File: src/rtl/sll_shift.sv
// 32-bit logical left shifter: five cascaded barrel stages (16/8/4/2/1)
// feeding one output register, so each result appears one clock after its operands.
module sll_shift #(
    parameter int WIDTH   = 32,
    parameter int SHAMT_W = 5
) (
    input  logic               clock,
    input  logic               reset_n,
    input  logic [WIDTH-1:0]   A,
    input  logic [SHAMT_W-1:0] Shamt,
    output logic [WIDTH-1:0]   Out
);

    // stage[SHAMT_W] is the raw operand; stage[0] is the fully shifted value
    logic [SHAMT_W:0][WIDTH-1:0] stage;

    assign stage[SHAMT_W] = A;

    for (genvar k = SHAMT_W - 1; k >= 0; k--) begin : g_stage
        localparam int SH = 1 << k;
        logic [WIDTH-1:0] shifted;

        assign shifted  = {stage[k+1][WIDTH-SH-1:0], {SH{1'b0}}};
        assign stage[k] = Shamt[k] ? shifted : stage[k+1];
    end

    // output register boundary
    always_ff @(posedge clock or negedge reset_n) begin
        if (!reset_n) begin
            Out <= '0;
        end else begin
            Out <= stage[0];
        end
    end

endmodule

File: config.mk
export PLATFORM = sky130hd
export DESIGN_NAME = sll_shift
export DESIGN_NICKNAME = d
export VERILOG_FILES = /design/src/rtl/sll_shift.sv
export SDC_FILE = /design/constraint.sdc
export NUM_CORES = 1
export LEC_CHECK = 0
export ABC_AREA = 1
export BUFFER_PORTS_ARGS = -buffer_cell sky130_fd_sc_hd__buf_2
export CORE_MARGIN = 2
export CORE_UTILIZATION = 54
export CTS_CLUSTER_DIAMETER = 30
export DETAILED_ROUTE_END_ITERATION = 16
export GPL_TIMING_DRIVEN = 0
export PLACE_DENSITY = 0.82
export SLEW_MARGIN = 20
export SYNTH_ARGS = -nofsm -noshare
export SYNTH_HDL_FRONTEND = slang
export SYNTH_SLANG_ARGS = --single-unit
File: constraint.sdc
create_clock -name clock -period 0.8 [get_ports clock]
set_input_delay 0.08 -clock clock [delete_from_list [all_inputs] [get_ports clock]]
set_output_delay 0.08 -clock clock [all_outputs]
set_load 0.1 [all_outputs]
==> metrics.yaml, run 1 <==
cts:
  cts_root_buf: "clkbuf_8"
  clock_sinks: 32
  cts_buffer_depth: 2
  cts-htree-levels: 2
  numCtsBuffers: 5
yosys:
  synth.distinct_cells: 21
  syn_area_per_cell_um2: 6.85
  synth-seq-area-share_pct: 30.0
  yosysTopAreaCell: "dfrtp_1"
  syn_nets: 429
  synth_top_cell_area_share_pct: 30.0
  synth_cells: 390
  synth_area_leaders: "dfrtp_1 (30%), nand3_1 (25%), nand2_1 (17%)"
  synth-seq-cells: 32
  ys_warn_count: 0
  syn-cell-area_um2: 2670
status:
  status: "stopped before the end"
  stop_stage: "5_1_grt"
  error_line: "[ERROR DPL-0038] Utilization greater than 100%, impossible to legalize"
place:
  placed_area_um2: 3180
  portBuffers: 68
  place.gp.congestion: 0.970
  hpwlAfterDp_um: 6710
  dpl.cell_count: 525
  place_worst_setup_slack_ns: -0.525
die:
  num_rows: 25
  die_x_um: 74.3
  io_pins: 71
  start_util_pct: 56.2
  die_h_um: 74.3
global_routing:
  grt_max_degree: 33
timing:
  worst_endpoint: "Out[2]"
  worst_endpoint_kind: "top-level output"
## cells in the mapped netlist
cell	count
nand3_1	136
nand2_1	124
dfrtp_1	32
nand3_2	30
buf_2	18
nand2_2	11
o21ai_1	8
o21ai_0	6
buf_4	5
clkbuf_1	3
nor2_1	3
buf_12	2
buf_6	2
inv_1	2
inv_4	2
buf_8	1
clkinv_1	1
nand4_1	1
nor3_2	1
o211ai_1	1
o21ai_2	1
## per-stage QoR
| step | hold slack (ns) | utilization (%) |
|---|---|---|
| after CTS | -0.131 | 82.0 |
| after global placement | 0.151 | 66.9 |
| after detailed placement | 0.182 | 66.9 |
| after floorplan | -0.216 | - |
## cell families after synthesis
| kind of cell | after synthesis | share of synthesized area, % |
|---|---|---|
| simple gates | 306 | 57.8 |
| flops | 32 | 30.0 |
| compound gates | 16 | 3.23 |
| buf+inv | 36 | 9.00 |
## what timing repair did
item | 4_1_cts
setup endpoints to repair | 63
gates cloned | 2
pin swaps | 16
hold endpoints to repair | 32
gates resized for setup | 147
buffers inserted | 6
==> inputs of run 2 (changes only) <==
--- a/config.mk
+++ b/config.mk
@@ -8,11 +8,10 @@
 export ABC_AREA = 1
 export BUFFER_PORTS_ARGS = -buffer_cell sky130_fd_sc_hd__buf_2
 export CORE_MARGIN = 2
-export CORE_UTILIZATION = 54
-export CTS_CLUSTER_DIAMETER = 30
+export CORE_UTILIZATION = 40
 export DETAILED_ROUTE_END_ITERATION = 16
 export GPL_TIMING_DRIVEN = 0
-export PLACE_DENSITY = 0.82
+export PLACE_DENSITY_LB_ADDON = 0.15
 export SLEW_MARGIN = 20
 export SYNTH_ARGS = -nofsm -noshare
 export SYNTH_HDL_FRONTEND = slang
==> run 2 against run 1 <==
  * The flow now finishes, with violations (hold timing, setup timing)
  * Synthesized cell count unchanged
  * Synthesized area unchanged
==> metrics.yaml, run 2 <==
final_layout:
  antennaDiodeCount: 0
  largest-register: "Out"
  reg_top3: "Out: 32 flops"
  instances_no_fill: 558
  final_cell_mix: "nand3_2 (83), nand2_1 (76), nand3_4 (43), buf_2 (42), nand3_1 (40)"
  final_common_cell: "nand3_2"
  largest_reg_flops: 32
  fin_area_um2: 4970
  nFillCells: 398
  drive_gt1_share_pct: 73.8
  area_growth_pct: 86.1
  final_nets: 519
yosys:
  async_flop_share_pct: 100  # unchanged
  yosysTopAreaCell: "dfrtp_1"  # unchanged
  synth-seq-area-share_pct: 30.0  # unchanged
  synthFlopType: "dfrtp_1"  # unchanged
  yosysMostFrequentCell: "nand3_1"  # unchanged
  ys_warn_count: 0  # unchanged
  synth_edf_count: 0  # unchanged
  syn-cell-area_um2: 2670  # unchanged
  synth.distinct_cells: 21  # unchanged
  syn_area_per_cell_um2: 6.85  # unchanged
  synth_cells: 390  # unchanged
  synth_area_leaders: "dfrtp_1 (30%), nand3_1 (25%), nand2_1 (17%)"  # unchanged
  synth-seq-cells: 32  # unchanged
  netlist_top_cells_count: "nand3_1 (136), nand2_1 (124), dfrtp_1 (32)"  # unchanged
  synth_top_cell_area_share_pct: 30.0  # unchanged
  syn_nets: 429  # unchanged
status:
  status: "complete, but fails checks"  # was stopped before the end
  violations: "hold timing, setup timing"
routing:
  vias: 3345
  ant_nets: 0
  wirelength_um: 10800
  drt_iter0_drc: 293
  remaining_drc_errors: 0
  avgRoutedWirePerCell_um: 19.3
  firstDrtPassIters: 5
  routed_via_density: 5.99
timing:
  period_needed_ns: 0.969
  timing.final.ws_setup_ns: -0.169
  fmax_mhz: 1030
  drv_slew: 0
  finalCritPeriodShare_pct: 121
  hold_violations: 32
  whs_ns: -0.170
  rsz0062_at_grt: "true"
  finalSetupTns_ns: -5.30
  tightestPinTransition_ns: 0.698
  setup_viol: 51
  max_slew_margin_pct: 53.5
die:
  num_rows: 29  # was 25
  io_pins: 71  # unchanged
  die_h_um: 85.7  # was 74.3 um
  fp.dieArea_um2: 7340
  coreArea_um2: 6390
  die_x_um: 85.7  # was 74.3 um
  start_util_pct: 41.8  # was 56.2%
setup_path:
  crit_path_max_fanout: 1
  cp-start-kind: "flip-flop"
  max_stage_delay_ns: 0.41
  cp.required_ns: 0.72
  worst-path-buf-inv: 1
  crit_path_cell_trace: "buf_6"
  arrival_ns: 0.89
  path_delay_family: "flip-flops"
  cp.depth: 1
  crit_slowest_cell: "dfrtp_2"
  endpoint_kind: "output port"
  critical_path.startpoint: "Out[26]$_DFF_PN0_"
  criticalPathCategory: "flip-flop to output port"
  endpoint: "Out[26]"
cts:
  cts_root_buf: "clkbuf_8"  # unchanged
  numCtsBuffers: 5  # unchanged
  clock_sinks: 32  # unchanged
  cts_tree: "yes"
  cts-htree-levels: 2  # unchanged
  cts_buffer_depth: 2  # unchanged
  cts.clk_slew.worst_paths_ns: 0.09
place:
  dpl.cell_count: 535  # was 525
  placed_area_um2: 3200  # was 3180 um^2
  place.gp.congestion: 0.977  # was 0.970
  portBuffers: 68  # unchanged
  hpwlAfterDp_um: 6820  # was 6710 um
  place_worst_setup_slack_ns: -0.559  # was -0.525 ns
power:
  p_per_area_nw_per_um2: 1550
  ir_worst_vdd_v: 0.00136
  p_int_mw: 4.18
  clockPowerShare_pct: 23.1
  p_leak_nw: 2.25
  p_sw_mw: 3.53
  sequentialPowerShare_pct: 24.8
  netSwitchingFraction_pct: 45.8
  combPwrFrac_pct: 52.1
global_routing:
  grt_busiest_layer: "met2"
  use_met1_pct: 38.1
  track_usage_pct: 26.8
  grt_util_met3_pct: 2.89
  use_met2_pct: 42.6
  grt_pass1_wl_um: 15400
  grt_max_degree: 33
  grt_overflow: 0
  grt_pass1_vias: 3055
  antenna_found_initial: 0
run:
  maxCapViolations: 0
min_path:
  hold_class: "input pin to asynchronous set/reset pin"
[run 2: power groups by stage]
stage	Clock, mW	Combinational, mW	Sequential (mW)
after floorplan	0	0.961	3.16
after global placement	0	2.84	1.87
after detailed placement	0	2.83	1.88
after CTS	1.77	3.42	1.90
after global routing	1.88	4.18	1.92
final	1.78	4.01	1.91
[run 2: routing by layer]
metal	routed length, um	share of wire, %
met2	5360	50
met1	4430	41
met4	260	2.4
met5	0	0
met3	704	6.5
[run 2: cell families after synthesis]
group / synth area share, %
buffers and inverters: 9.00
AO/OA/AOI/OAI: 3.23
flip-flops: 30.0
AND/OR/NAND/NOR: 57.8
[run 2: cell type report]
class / instances / area, um^2 / area share (%)
plain buffers: 31 / 353 / 7.10
clock buffers: 7 / 96.3 / 1.94
clock inverters: 1 / 30.0 / 0.604
inverters: 5 / 47.5 / 0.957
multi-input cells: 322 / 2730 / 54.8
flip-flops and latches: 32 / 838 / 16.9
well taps: 77 / 96.3 / 1.94
repair buffers: 82 / 774 / 15.6
repair inverters: 1 / 8.76 / 0.176
[run 2: through the flow]
stage | total power [mW] | hold slack, ns | util, %
after detailed placement | 4.71 | 0.184 | 50.0
after global placement | 4.71 | 0.146 | 50.0
after floorplan | 4.12 | -0.216 | -
final | 7.70 | -0.170 | 77.8
after CTS | 7.09 | -0.125 | 64.4
after global routing | 7.99 | -0.102 | 77.8
[run 2: worst min-delay path by stage]
stage                  from  slack [ns]  depth (start not counted)                 to
global route        reset_n       -0.10                          1  Out[12]$_DFF_PN0_
finish              reset_n       -0.17                          1  Out[13]$_DFF_PN0_
detailed placement  reset_n        0.18                          1  Out[12]$_DFF_PN0_
CTS                 reset_n       -0.13                          1  Out[30]$_DFF_PN0_
global placement    reset_n        0.15                          1  Out[11]$_DFF_PN0_
floorplan           reset_n       -0.22                          0   Out[0]$_DFF_PN0_
[run 2: timing repair]
action / in CTS / in global routing
buffers inserted: 4 / 9
pin swaps: 40 / 65
endpoints found under the setup margin: 64 / 64
resized for setup: 184 / 180
hold endpoints to repair: 32 / 32
gates cloned: 3 / 1
Note: power is estimated with default switching activity, not from simulation.
==> inputs of run 3 (changes only) <==
--- a/config.mk
+++ b/config.mk
@@ -8,7 +8,7 @@
 export ABC_AREA = 1
 export BUFFER_PORTS_ARGS = -buffer_cell sky130_fd_sc_hd__buf_2
 export CORE_MARGIN = 2
-export CORE_UTILIZATION = 40
+export CORE_UTILIZATION = 54
 export DETAILED_ROUTE_END_ITERATION = 16
 export GPL_TIMING_DRIVEN = 0
 export PLACE_DENSITY_LB_ADDON = 0.15
==> run 3 against run 2 <==
  * The flow now stops in 5_1_grt
  * Synthesized area unchanged
  * Synthesized cell count unchanged
==> metrics.yaml, run 3 <==
cts:
  clock_sinks: 32  # unchanged
  cts-htree-levels: 2  # unchanged
  numCtsBuffers: 5  # unchanged
  cts_buffer_depth: 2  # unchanged
  cts_root_buf: "clkbuf_8"  # unchanged
yosys:
  synth_edf_count: 0  # unchanged
  syn_area_per_cell_um2: 6.85  # unchanged
  synth_area_leaders: "dfrtp_1 (30%), nand3_1 (25%), nand2_1 (17%)"  # unchanged
  yosysMostFrequentCell: "nand3_1"  # unchanged
  synthFlopType: "dfrtp_1"  # unchanged
  yosysTopAreaCell: "dfrtp_1"  # unchanged
  synth.distinct_cells: 21  # unchanged
  syn_nets: 429  # unchanged
  syn-cell-area_um2: 2670  # unchanged
  async_flop_share_pct: 100  # unchanged
  synth-seq-area-share_pct: 30.0  # unchanged
  synth-seq-cells: 32  # unchanged
  netlist_top_cells_count: "nand3_1 (136), nand2_1 (124), dfrtp_1 (32)"  # unchanged
  synth_top_cell_area_share_pct: 30.0  # unchanged
  ys_warn_count: 0  # unchanged
  synth_cells: 390  # unchanged
timing:
  worst_endpoint_kind: "top-level output"
  worst_endpoint: "Out[19]"
status:
  error_line: "[ERROR DPL-0038] Utilization greater than 100%, impossible to legalize"
  stop_stage: "5_1_grt"
  status: "stopped before the end"  # was complete, but fails checks
die:
  start_util_pct: 56.2  # was 41.8%
  num_rows: 25  # was 29
  die_x_um: 74.3  # was 85.7 um
  io_pins: 71  # unchanged
  die_h_um: 74.3  # was 85.7 um
place:
  hpwlAfterDp_um: 6770  # was 6820 um
  place.gp.congestion: 1.00  # was 0.977
  portBuffers: 68  # unchanged
global_routing:
  grt_max_degree: 33
[run 3: cell counts after synthesis]
No cell type changed its count.
[run 3: cell families after synthesis]
| group | count (synthesis) | share of synthesized area, % |
|---|---|---|
| compound gates | 16 | 3.23 |
| buf+inv | 36 | 9.00 |
| flops | 32 | 30.0 |
| simple gates | 306 | 57.8 |
[run 3: timing repair]
action / CTS
hold buffers: 1
setup buffers: 5
resized for setup: 130
gates cloned: 2
endpoints found under the setup margin: 64
endpoints found under the hold margin: 33
pin swaps: 14
[run 3: stage by stage]
| stage | util, % | hold slack (ns) | std cells | setup slack [ns] | cell area [um^2] |
|---|---|---|---|---|---|
| 2_1_floorplan | - | -0.216 | 390 | -0.172 | 2760 |
| 3_3_place_gp | 66.9 | 0.142 | 525 | -0.538 | 3180 |
| 4_1_cts | 80.2 | -0.146 | 541 | -0.159 | 3810 |
| 3_5_place_dp | 66.9 | 0.162 | 525 | -0.555 | 3180 |
